### config.mk
export PLATFORM = sky130hd
export DESIGN_NAME = bcd_xs3_seq_ctrl_flat
export DESIGN_NICKNAME = d
export VERILOG_FILES = /design/src/rtl/bcd_xs3_pkg.sv /design/src/rtl/bcd_xs3_seq_ctrl_if.sv /design/src/rtl/bcd_digit_xs3.sv /design/src/rtl/bcd_xs3_seq_ctrl.sv /design/src/flat_wrapper.sv
export SDC_FILE = /design/constraint.sdc
export NUM_CORES = 1
export LEC_CHECK = 0
export ABC_CLOCK_PERIOD_IN_PS = 2100
export CAP_MARGIN = 30
export CORE_MARGIN = 2
export CORE_UTILIZATION = 45
export DETAILED_ROUTE_END_ITERATION = 16
export GPL_TIMING_DRIVEN = 0
export PLACE_DENSITY = 0.75
export SLEW_MARGIN = 10
export SYNTH_ARGS = -nofsm -noshare
export SYNTH_HDL_FRONTEND = slang
export SYNTH_SLANG_ARGS = --single-unit
### constraint.sdc
create_clock -name clk -period 2.1 [get_ports clk]
set_input_delay 0.42 -clock clk [delete_from_list [all_inputs] [get_ports clk]]
set_output_delay 0.42 -clock clk [all_outputs]
set_load 0.03 [all_outputs]
### src/rtl/bcd_xs3_pkg.sv
// Shared types and constants for the BCD to Excess-3 sequencing controller.
package bcd_xs3_pkg;

    localparam int unsigned DIGIT_W = 4;

    localparam logic [DIGIT_W-1:0] XS3_OFFSET  = 4'd3;
    localparam logic [DIGIT_W-1:0] BCD_MAX     = 4'd9;
    localparam logic [DIGIT_W-1:0] XS3_INVALID = 4'b0011;

    typedef enum logic [1:0] {
        IDLE,
        CONV,
        DONE
    } state_t;

endpackage

### src/rtl/bcd_xs3_seq_ctrl_if.sv
// Producer/consumer handshake bundle for bcd_xs3_seq_ctrl.
import bcd_xs3_pkg::*;

interface bcd_xs3_seq_ctrl_if #(
    parameter int unsigned DIGITS = 4
);
    localparam int unsigned W = DIGIT_W * DIGITS;

    logic         in_valid;
    logic         in_ready;
    logic [W-1:0] in_bcd;
    logic         out_valid;
    logic         out_ready;
    logic [W-1:0] out_xs3;
    logic         out_err;

    // Environment side: drives the word in and takes the result.
    modport master (
        output in_valid, in_bcd, out_ready,
        input  in_ready, out_valid, out_xs3, out_err
    );

    // Controller side.
    modport slave (
        input  in_valid, in_bcd, out_ready,
        output in_ready, out_valid, out_xs3, out_err
    );

endinterface

### src/rtl/bcd_digit_xs3.sv
// Single-digit BCD to Excess-3 converter; digits above 9 map to the invalid code.
import bcd_xs3_pkg::*;

module bcd_digit_xs3 (
    input  logic [DIGIT_W-1:0] bcd,
    output logic [DIGIT_W-1:0] xs3,
    output logic               err
);

    // Offset valid digits, flag and substitute the rest.
    always_comb begin
        err = (bcd > BCD_MAX);
        xs3 = err ? XS3_INVALID : (bcd + XS3_OFFSET);
    end

endmodule

### src/rtl/bcd_xs3_seq_ctrl.sv
// Converts a packed BCD word to Excess-3 one digit per clock using a shared
// digit converter. Define BCD_XS3_ERR_EN to report invalid digits on out_err;
// otherwise out_err is tied low.
import bcd_xs3_pkg::*;

module bcd_xs3_seq_ctrl #(
    parameter int unsigned DIGITS = 4
) (
    input  logic             clk,
    input  logic             rst,
    bcd_xs3_seq_ctrl_if.slave bus
);

    localparam int unsigned W     = DIGIT_W * DIGITS;
    localparam int unsigned CNT_W = (DIGITS > 1) ? $clog2(DIGITS) : 1;
    localparam logic [CNT_W-1:0] LAST = CNT_W'(DIGITS - 1);

    state_t              state;
    logic [CNT_W-1:0]    cnt;
    logic [W-1:0]        src;
    logic [W-1:0]        xs3_q;
    logic                in_ready_q;
    logic                out_valid_q;

    logic [DIGIT_W-1:0]  dig_in;
    logic [DIGIT_W-1:0]  dig_xs3;
    logic                dig_err;
    logic [DIGIT_W-1:0]  dig_code;

    // Select the source digit addressed by the counter.
    always_comb begin
        dig_in = src[32'(cnt) * DIGIT_W +: DIGIT_W];
    end

    bcd_digit_xs3 u_digit (
        .bcd (dig_in),
        .xs3 (dig_xs3),
        .err (dig_err)
    );

    // Flagged digits always land as the invalid code in the result word.
    always_comb begin
        dig_code = dig_err ? XS3_INVALID : dig_xs3;
    end

    // Sequencer: accept a word, write one digit per cycle, hold result until taken.
    always_ff @(posedge clk) begin
        if (rst) begin
            state       <= IDLE;
            cnt         <= '0;
            src         <= '0;
            xs3_q       <= '0;
            in_ready_q  <= 1'b1;
            out_valid_q <= 1'b0;
        end else begin
            case (state)
                IDLE: begin
                    if (bus.in_valid) begin
                        src        <= bus.in_bcd;
                        xs3_q      <= '0;
                        cnt        <= '0;
                        in_ready_q <= 1'b0;
                        state      <= CONV;
                    end
                end
                CONV: begin
                    xs3_q[32'(cnt) * DIGIT_W +: DIGIT_W] <= dig_code;
                    if (cnt == LAST) begin
                        out_valid_q <= 1'b1;
                        state       <= DONE;
                    end else begin
                        cnt <= cnt + CNT_W'(1);
                    end
                end
                DONE: begin
                    if (bus.out_ready) begin
                        out_valid_q <= 1'b0;
                        in_ready_q  <= 1'b1;
                        state       <= IDLE;
                    end
                end
                default: begin
                    in_ready_q  <= 1'b1;
                    out_valid_q <= 1'b0;
                    state       <= IDLE;
                end
            endcase
        end
    end

`ifdef BCD_XS3_ERR_EN
    logic err_q;

    // Error accumulator: cleared on accept, ORs each converted digit's flag.
    always_ff @(posedge clk) begin
        if (rst) begin
            err_q <= 1'b0;
        end else if (state == IDLE && bus.in_valid) begin
            err_q <= 1'b0;
        end else if (state == CONV) begin
            err_q <= err_q | dig_err;
        end
    end

    assign bus.out_err = err_q;
`else
    assign bus.out_err = 1'b0;
`endif

    assign bus.in_ready  = in_ready_q;
    assign bus.out_valid = out_valid_q;
    assign bus.out_xs3   = xs3_q;

endmodule

### src/flat_wrapper.sv
// flat-port wrapper written by rule: the top's interface ports become plain ports
module bcd_xs3_seq_ctrl_flat 
#(
    parameter int unsigned DIGITS = 4
)
  (clk, rst, bus_in_valid, bus_in_bcd, bus_out_ready, bus_in_ready, bus_out_valid, bus_out_xs3, bus_out_err);
  bcd_xs3_seq_ctrl_if #(.DIGITS(DIGITS)) bus_i ();
  input  logic clk;
  input  logic rst;
  input wire logic [$bits(bus_i.in_valid)-1:0] bus_in_valid;
  input wire logic [$bits(bus_i.in_bcd)-1:0] bus_in_bcd;
  input wire logic [$bits(bus_i.out_ready)-1:0] bus_out_ready;
  output wire logic [$bits(bus_i.in_ready)-1:0] bus_in_ready;
  output wire logic [$bits(bus_i.out_valid)-1:0] bus_out_valid;
  output wire logic [$bits(bus_i.out_xs3)-1:0] bus_out_xs3;
  output wire logic [$bits(bus_i.out_err)-1:0] bus_out_err;
  assign bus_i.in_valid = bus_in_valid;
  assign bus_i.in_bcd = bus_in_bcd;
  assign bus_i.out_ready = bus_out_ready;
  assign bus_in_ready = bus_i.in_ready;
  assign bus_out_valid = bus_i.out_valid;
  assign bus_out_xs3 = bus_i.out_xs3;
  assign bus_out_err = bus_i.out_err;
  bcd_xs3_seq_ctrl #(.DIGITS(DIGITS)) u_core (.clk(clk), .rst(rst), .bus(bus_i));
endmodule
# Yosys cells after proc, flatten, opt, wreduce, memory -nomap -nowiden
# Index checks and enable logic that the tools add are counted.
dict set report word_totals {
  reg_bits 38
  input_bits 20
  out_inout_bits 19
  elab_cells 47
}
dict set report op_classes {
  addsub 3
  order_cmp 1
  n_eq_ne 7
  shifts 3
  muxes 17
  n_bitwise 2
  n_reduce_logical 8
}
# op n
set op_table {}
lappend op_table {{$neg 4->34} 1}
lappend op_table {{$shift 4x34->16 const A} 1}
lappend op_table {{$shiftx 4x34->16} 1}
lappend op_table {{$pmux 16 s2} 1}
lappend op_table {{$bwmux 16} 1}
lappend op_table {{$mux 16} 1}
lappend op_table {{$shiftx 16x5->4} 1}
lappend op_table {{$reduce_and 3->1} 4}
lappend op_table {{$mux 2} 5}
lappend op_table {{$ne 2x2->1 const B} 3}
lappend op_table {{$pmux 1 s3} 2}
lappend op_table {{$pmux 2 s3} 1}
lappend op_table {{$add 4x2->4 const B} 1}
lappend op_table {{$eq 2x2->1 const B} 2}
lappend op_table {{$gt 4x4->1 const B} 1}
lappend op_table {{$mux 1} 4}
lappend op_table {{$mux 4} 1}
lappend op_table {{$pmux 2 s2} 1}
lappend op_table {{$reduce_and 2->1} 2}
lappend op_table {{$add 2x1->2 const B} 1}
lappend op_table {{$eq 2x1->1 const B} 1}
lappend op_table {{$logic_not 2->1} 1}
lappend op_table {{$ne 2x1->1 const B} 1}
lappend op_table {{$not 1->1} 2}
lappend op_table {{$reduce_bool 2->1} 1}

# Logic depth before layout (Yosys ltp)
dict set report logic_depth {
  word_depth 6
  mapped_depth 8
  ltp_nobuf 7
}

# Modules after synthesis
# From an unflattened synthesis, not the netlist that was laid out.
dict set report hier_totals {
  cells_unflattened 191
  area_unflattened_um2 1764.2
}
# mod instances cells_per_inst area_each_um2 seq_area_each_um2
set by_module_without_submodules {}
lappend by_module_without_submodules {bcd_xs3_seq_ctrl 1 177 1657.8 760.7}
lappend by_module_without_submodules {bcd_digit_xs3 1 14 106.4 0.0}

# Worst setup path after synthesis
# No wires, ideal clock.
dict set report synth_timing {
  path_type {register -> register}
  startpoint {reg u_core.cnt[0]}
  endpoint {reg u_core.xs3_q[0] (netlist: u_core.bus.out_xs3[0])}
  setup_ns 0.117
  t_arrival_ns 1.845
  t_required_ns 1.983
  path_slack_ns 0.138
  stages_incl_launch_ff 9
  n_path_buf 1
  synth_period_minus_slack_ns 1.962
  path_cell_list {dfxtp_1 buf_6 mux4_1 inv_1 ha_1 nor2_1 o21ai_1 a21oi_1 a22o_1}
}
dict set report synth_between {
  elab_chain_cells 6
  elab_cells_between_ends 9
  cone_classes {add/sub (2); order compare (1); shift (3); mux (3)}
}
# item line_no
set synth_rtl {}
lappend synth_rtl {{start: declaration} bcd_xs3_seq_ctrl.sv:19} ;# logic [CNT_W-1:0] cnt;
lappend synth_rtl {{start signal: assignment} bcd_xs3_seq_ctrl.sv:72} ;# cnt <= cnt + CNT_W'(1);
lappend synth_rtl {{$shiftx 16x5->4} bcd_xs3_seq_ctrl.sv:32} ;# dig_in = src[32'(cnt) * DIGIT_W +: DIGIT_W];
lappend synth_rtl {{$add 4x2->4 / $gt 4x4->1 (equally long branches)} {bcd_digit_xs3.sv:13, bcd_digit_xs3.sv:12}}
lappend synth_rtl {{$mux 4} bcd_xs3_seq_ctrl.sv:43} ;# dig_code = dig_err ? XS3_INVALID : dig_xs3;
lappend synth_rtl {{$shiftx 4x34->16} bcd_xs3_seq_ctrl.sv:67} ;# xs3_q[32'(cnt) * DIGIT_W +: DIGIT_W] <= dig_code;
lappend synth_rtl {{$bwmux 16 *} bcd_xs3_seq_ctrl.sv:67}
lappend synth_rtl {{$pmux 16 s2 *} bcd_xs3_seq_ctrl.sv:56} ;# case (state)
lappend synth_rtl {{end signal: indexed assignment} bcd_xs3_seq_ctrl.sv:67}
lappend synth_rtl {{end: declaration} bcd_xs3_seq_ctrl.sv:21} ;# logic [W-1:0] xs3_q;
# Mark *: on every way between the ends. The rest lies on a longest branch, timed or not.
# A chain may end at the register's enable or synchronous reset.

# Worst setup path after layout
dict set report layout_timing {
  startpoint {reg u_core.cnt[0]}
  endpoint {reg u_core.xs3_q[1] (netlist: u_core.bus.out_xs3[1])}
}
# Same word-level chain as after synthesis.

==> qor.txt <==
deepest clock path buffer count = 2
Initial DRT Pass Iterations = 4
clock skew = 0.0105 ns
total track usage = 19.5%
Filler cells = 334
final period utilization = 95.8%
share of layout cells above drive strength 1 = 13.4%
Worst Hold Class = flip-flop to flip-flop
Syn Inst Count = 193
CTS tree = done
# clock sinks = 38
first-pass GRT wire length = 6.51 mm
num rows = 22
CP max FO = 8
Post-synth top flop = dfxtp_1
routability cong. = 0.815
Post-DRT Antenna Nets = 0
routed length per placed instance = 13.4 um
Slew Limit Headroom = 60.4%
die area = 0.00438 mm2
VDD IR max = 0.476 mV
# IOs = 39
Ys Warns = 0
critical path's slowest cell = mux4_2
register area share after synthesis = 43.8%
Placeable Area = 0.00369 mm2
Worst Slack Setup Final = 0.0878 ns
Startpoint Class = flip-flop
Final min period = 2.01 ns
fmax = 497 MHz
Worst Tran Pin Value = 0.588 ns
Final Hold Fails = 0
leakage = 0.000833 uW
n_diodes = 0
asr flop ratio synth = 0%
Final Setup Violations = 0
hold slack = 0.457 ns
RSZ-0062 raised after global routing = true
Starting Density = 47.1%
Synth Area per Inst = 9.00 um2
crit path DAT = 2.20 ns
CTS Hold Bufs = 0
Clock Latency Late Sink = 0.30 ns
Layout area overhead = 32.3%
Die W = 66.1 um
cell area power density = 670 mW/mm2
Mapped Nets = 219
Post-synth EDFFs = 0
status = finished clean
Via-to-Cell Ratio = 5.29
Synth cell types = 38
pre-CTS setup slack = -0.148 ns
DP Wirelength = 2.90 mm
max-cap viol count = 0
largest net degree at the start of global routing = 14
Final nets = 264
initial antenna violation count = 0
clk slew on worst S/H paths = 0.08 ns
Die Y = 66.1 um
Critical Path RT = 2.28 ns
CTS buffer count = 5
IO buf count = 37
H-tree depth = 2
Synth Cell Area = 0.00174 mm2
DRC viols = 0
number of global-route vias before repair = 1,401
CP Cell Sequence = buf_8 -> mux4_2 -> inv_1 -> ha_2 -> nor2_2 -> o21ai_2 -> a21oi_2 -> a22o_1
initial DRC count = 93
Setup CP Type = flip-flop to flip-flop
Max stage delay on crit path = 0.52 ns
DR vias = 1,517
Seq cells post-synth = 38
Buffers & Inverters on Critical Path = 2
critical path's top delay family = multiplexers
global route overflow = 0
DRT Wirelength = 3.84 mm
clk root buf = clkbuf_8
Slew Limit Fails = 0
critical path endpoint category = flip-flop
[kinds of logic after synthesis]
family | synth area share, %
AO/OA/AOI/OAI | 20.2
adder cells (fa/ha/maj) | 4.32
buffers and inverters | 4.10
flip-flops | 43.8
multiplexers | 6.62
other | 0.216
AND/OR/NAND/NOR | 20.7
[registers in the layout (all words and copies together) (netlist names)]
name / cells
u_core.bus.out_valid: 1
u_core.cnt: 2
u_core.bus.out_xs3: 16
u_core.state: 2
u_core.bus.in_ready: 1
u_core.src: 16
[cells in the mapped netlist, types with 2 or more instances]
library cell / count / area, um2
a22o_1: 9 / 78.8
a22oi_1: 2 / 15.0
inv_1: 5 / 18.8
a21o_1: 4 / 30.0
a21oi_1: 22 / 110
clkbuf_1: 9 / 33.8
nor2_1: 7 / 26.3
dfxtp_1: 38 / 761
nor3b_1: 2 / 15.0
o2bb2ai_1: 4 / 35.0
nor3_1: 2 / 10.0
a211oi_1: 4 / 30.0
nand2b_1: 4 / 25.0
mux4_2: 3 / 67.6
a221oi_1: 4 / 35.0
nand2_1: 40 / 150
nand3_1: 2 / 10.0
and3_1: 2 / 12.5
ha_1: 6 / 75.1
nor2b_1: 6 / 37.5
[per-stage QoR]
| step | instance area (um2) | total power (uW) | util, % | setup TNS, ns | cells |
|---|---|---|---|---|---|
| final | 2300 | 1540 | 62.3 | 0 | 287 |
| after global routing | 2300 | 1620 | 62.3 | -0.0198 | 287 |
| after detailed placement | 2170 | 1040 | 58.8 | -2.06 | 278 |
| after global placement | 2170 | 1030 | 58.8 | -1.57 | 278 |
| after floorplan | 1740 | 949 | - | 0 | 193 |
| after CTS | 2270 | 1540 | 61.5 | 0 | 286 |
[final timing paths]
path                                                  from                                  to  slack (ns)  cells past startpoint
worst max register to register  u_core.cnt[0]$_SDFFE_PP0P_  u_core.bus.out_xs3[1]$_SDFFE_PP0P_        0.09                      8
worst min register to register  u_core.src[8]$_SDFFE_PP0P_          u_core.src[8]$_SDFFE_PP0P_        0.46                      2
worst min-delay path            u_core.src[8]$_SDFFE_PP0P_          u_core.src[8]$_SDFFE_PP0P_        0.46                      2
worst max-delay path            u_core.cnt[0]$_SDFFE_PP0P_  u_core.bus.out_xs3[1]$_SDFFE_PP0P_        0.09                      8
[worst min-delay path, stage by stage, from the launching register on]
cell     delay (ns)
dfxtp_1        0.32
nand2_1        0.05
a21oi_1        0.05
[metal layers]
layer	vias up	GRT usage [%]	wire length, um
li1	767	-	-
met1	707	25.6	1840
met2	38	31.5	1790
met3	5	4.09	165
met4	0	7.40	37
met5	-	0	0
[cell usage in the layout (no fill, tap or decap), types with 5 or more instances in the layout]
cell type        netlist  layout
ha_1                   6       5
inv_1                  5       5
clkdlybuf4s50_1        0      37
a22o_1                 9       9
nor2_1                 7       5
clkbuf_8               0       5
a21oi_1               22      20
nor2b_1                6       6
clkbuf_1               9       7
nand2_1               40      40
dfxtp_1               38      37
[repair_timing]
action	CTS	global route
endpoints found under the setup margin	14	20
pin swaps	1	7
buffers inserted	0	1
gates resized for setup	6	9
hold endpoints to repair	0	0
[layout make-up]
cell class | count | area (um2) | share of cell area, %
Sequential cell | 38 | 764 | 33.2
Inverter | 5 | 18.8 | 0.816
Clock inverter | 3 | 21.3 | 0.925
Buffer | 11 | 58.8 | 2.56
Timing Repair Buffer | 38 | 378 | 16.4
Multi-Input combinational cell | 139 | 930 | 40.4
Clock buffer | 5 | 68.8 | 2.99
Tap cell | 48 | 60.1 | 2.61
[power by group]
group          switching, uW  internal (uW)  total, uW
logic                    144            130        274
clock network            270            233        503
registers               15.9            749        765
No activity file was read; power rests on OpenSTA's default activity.
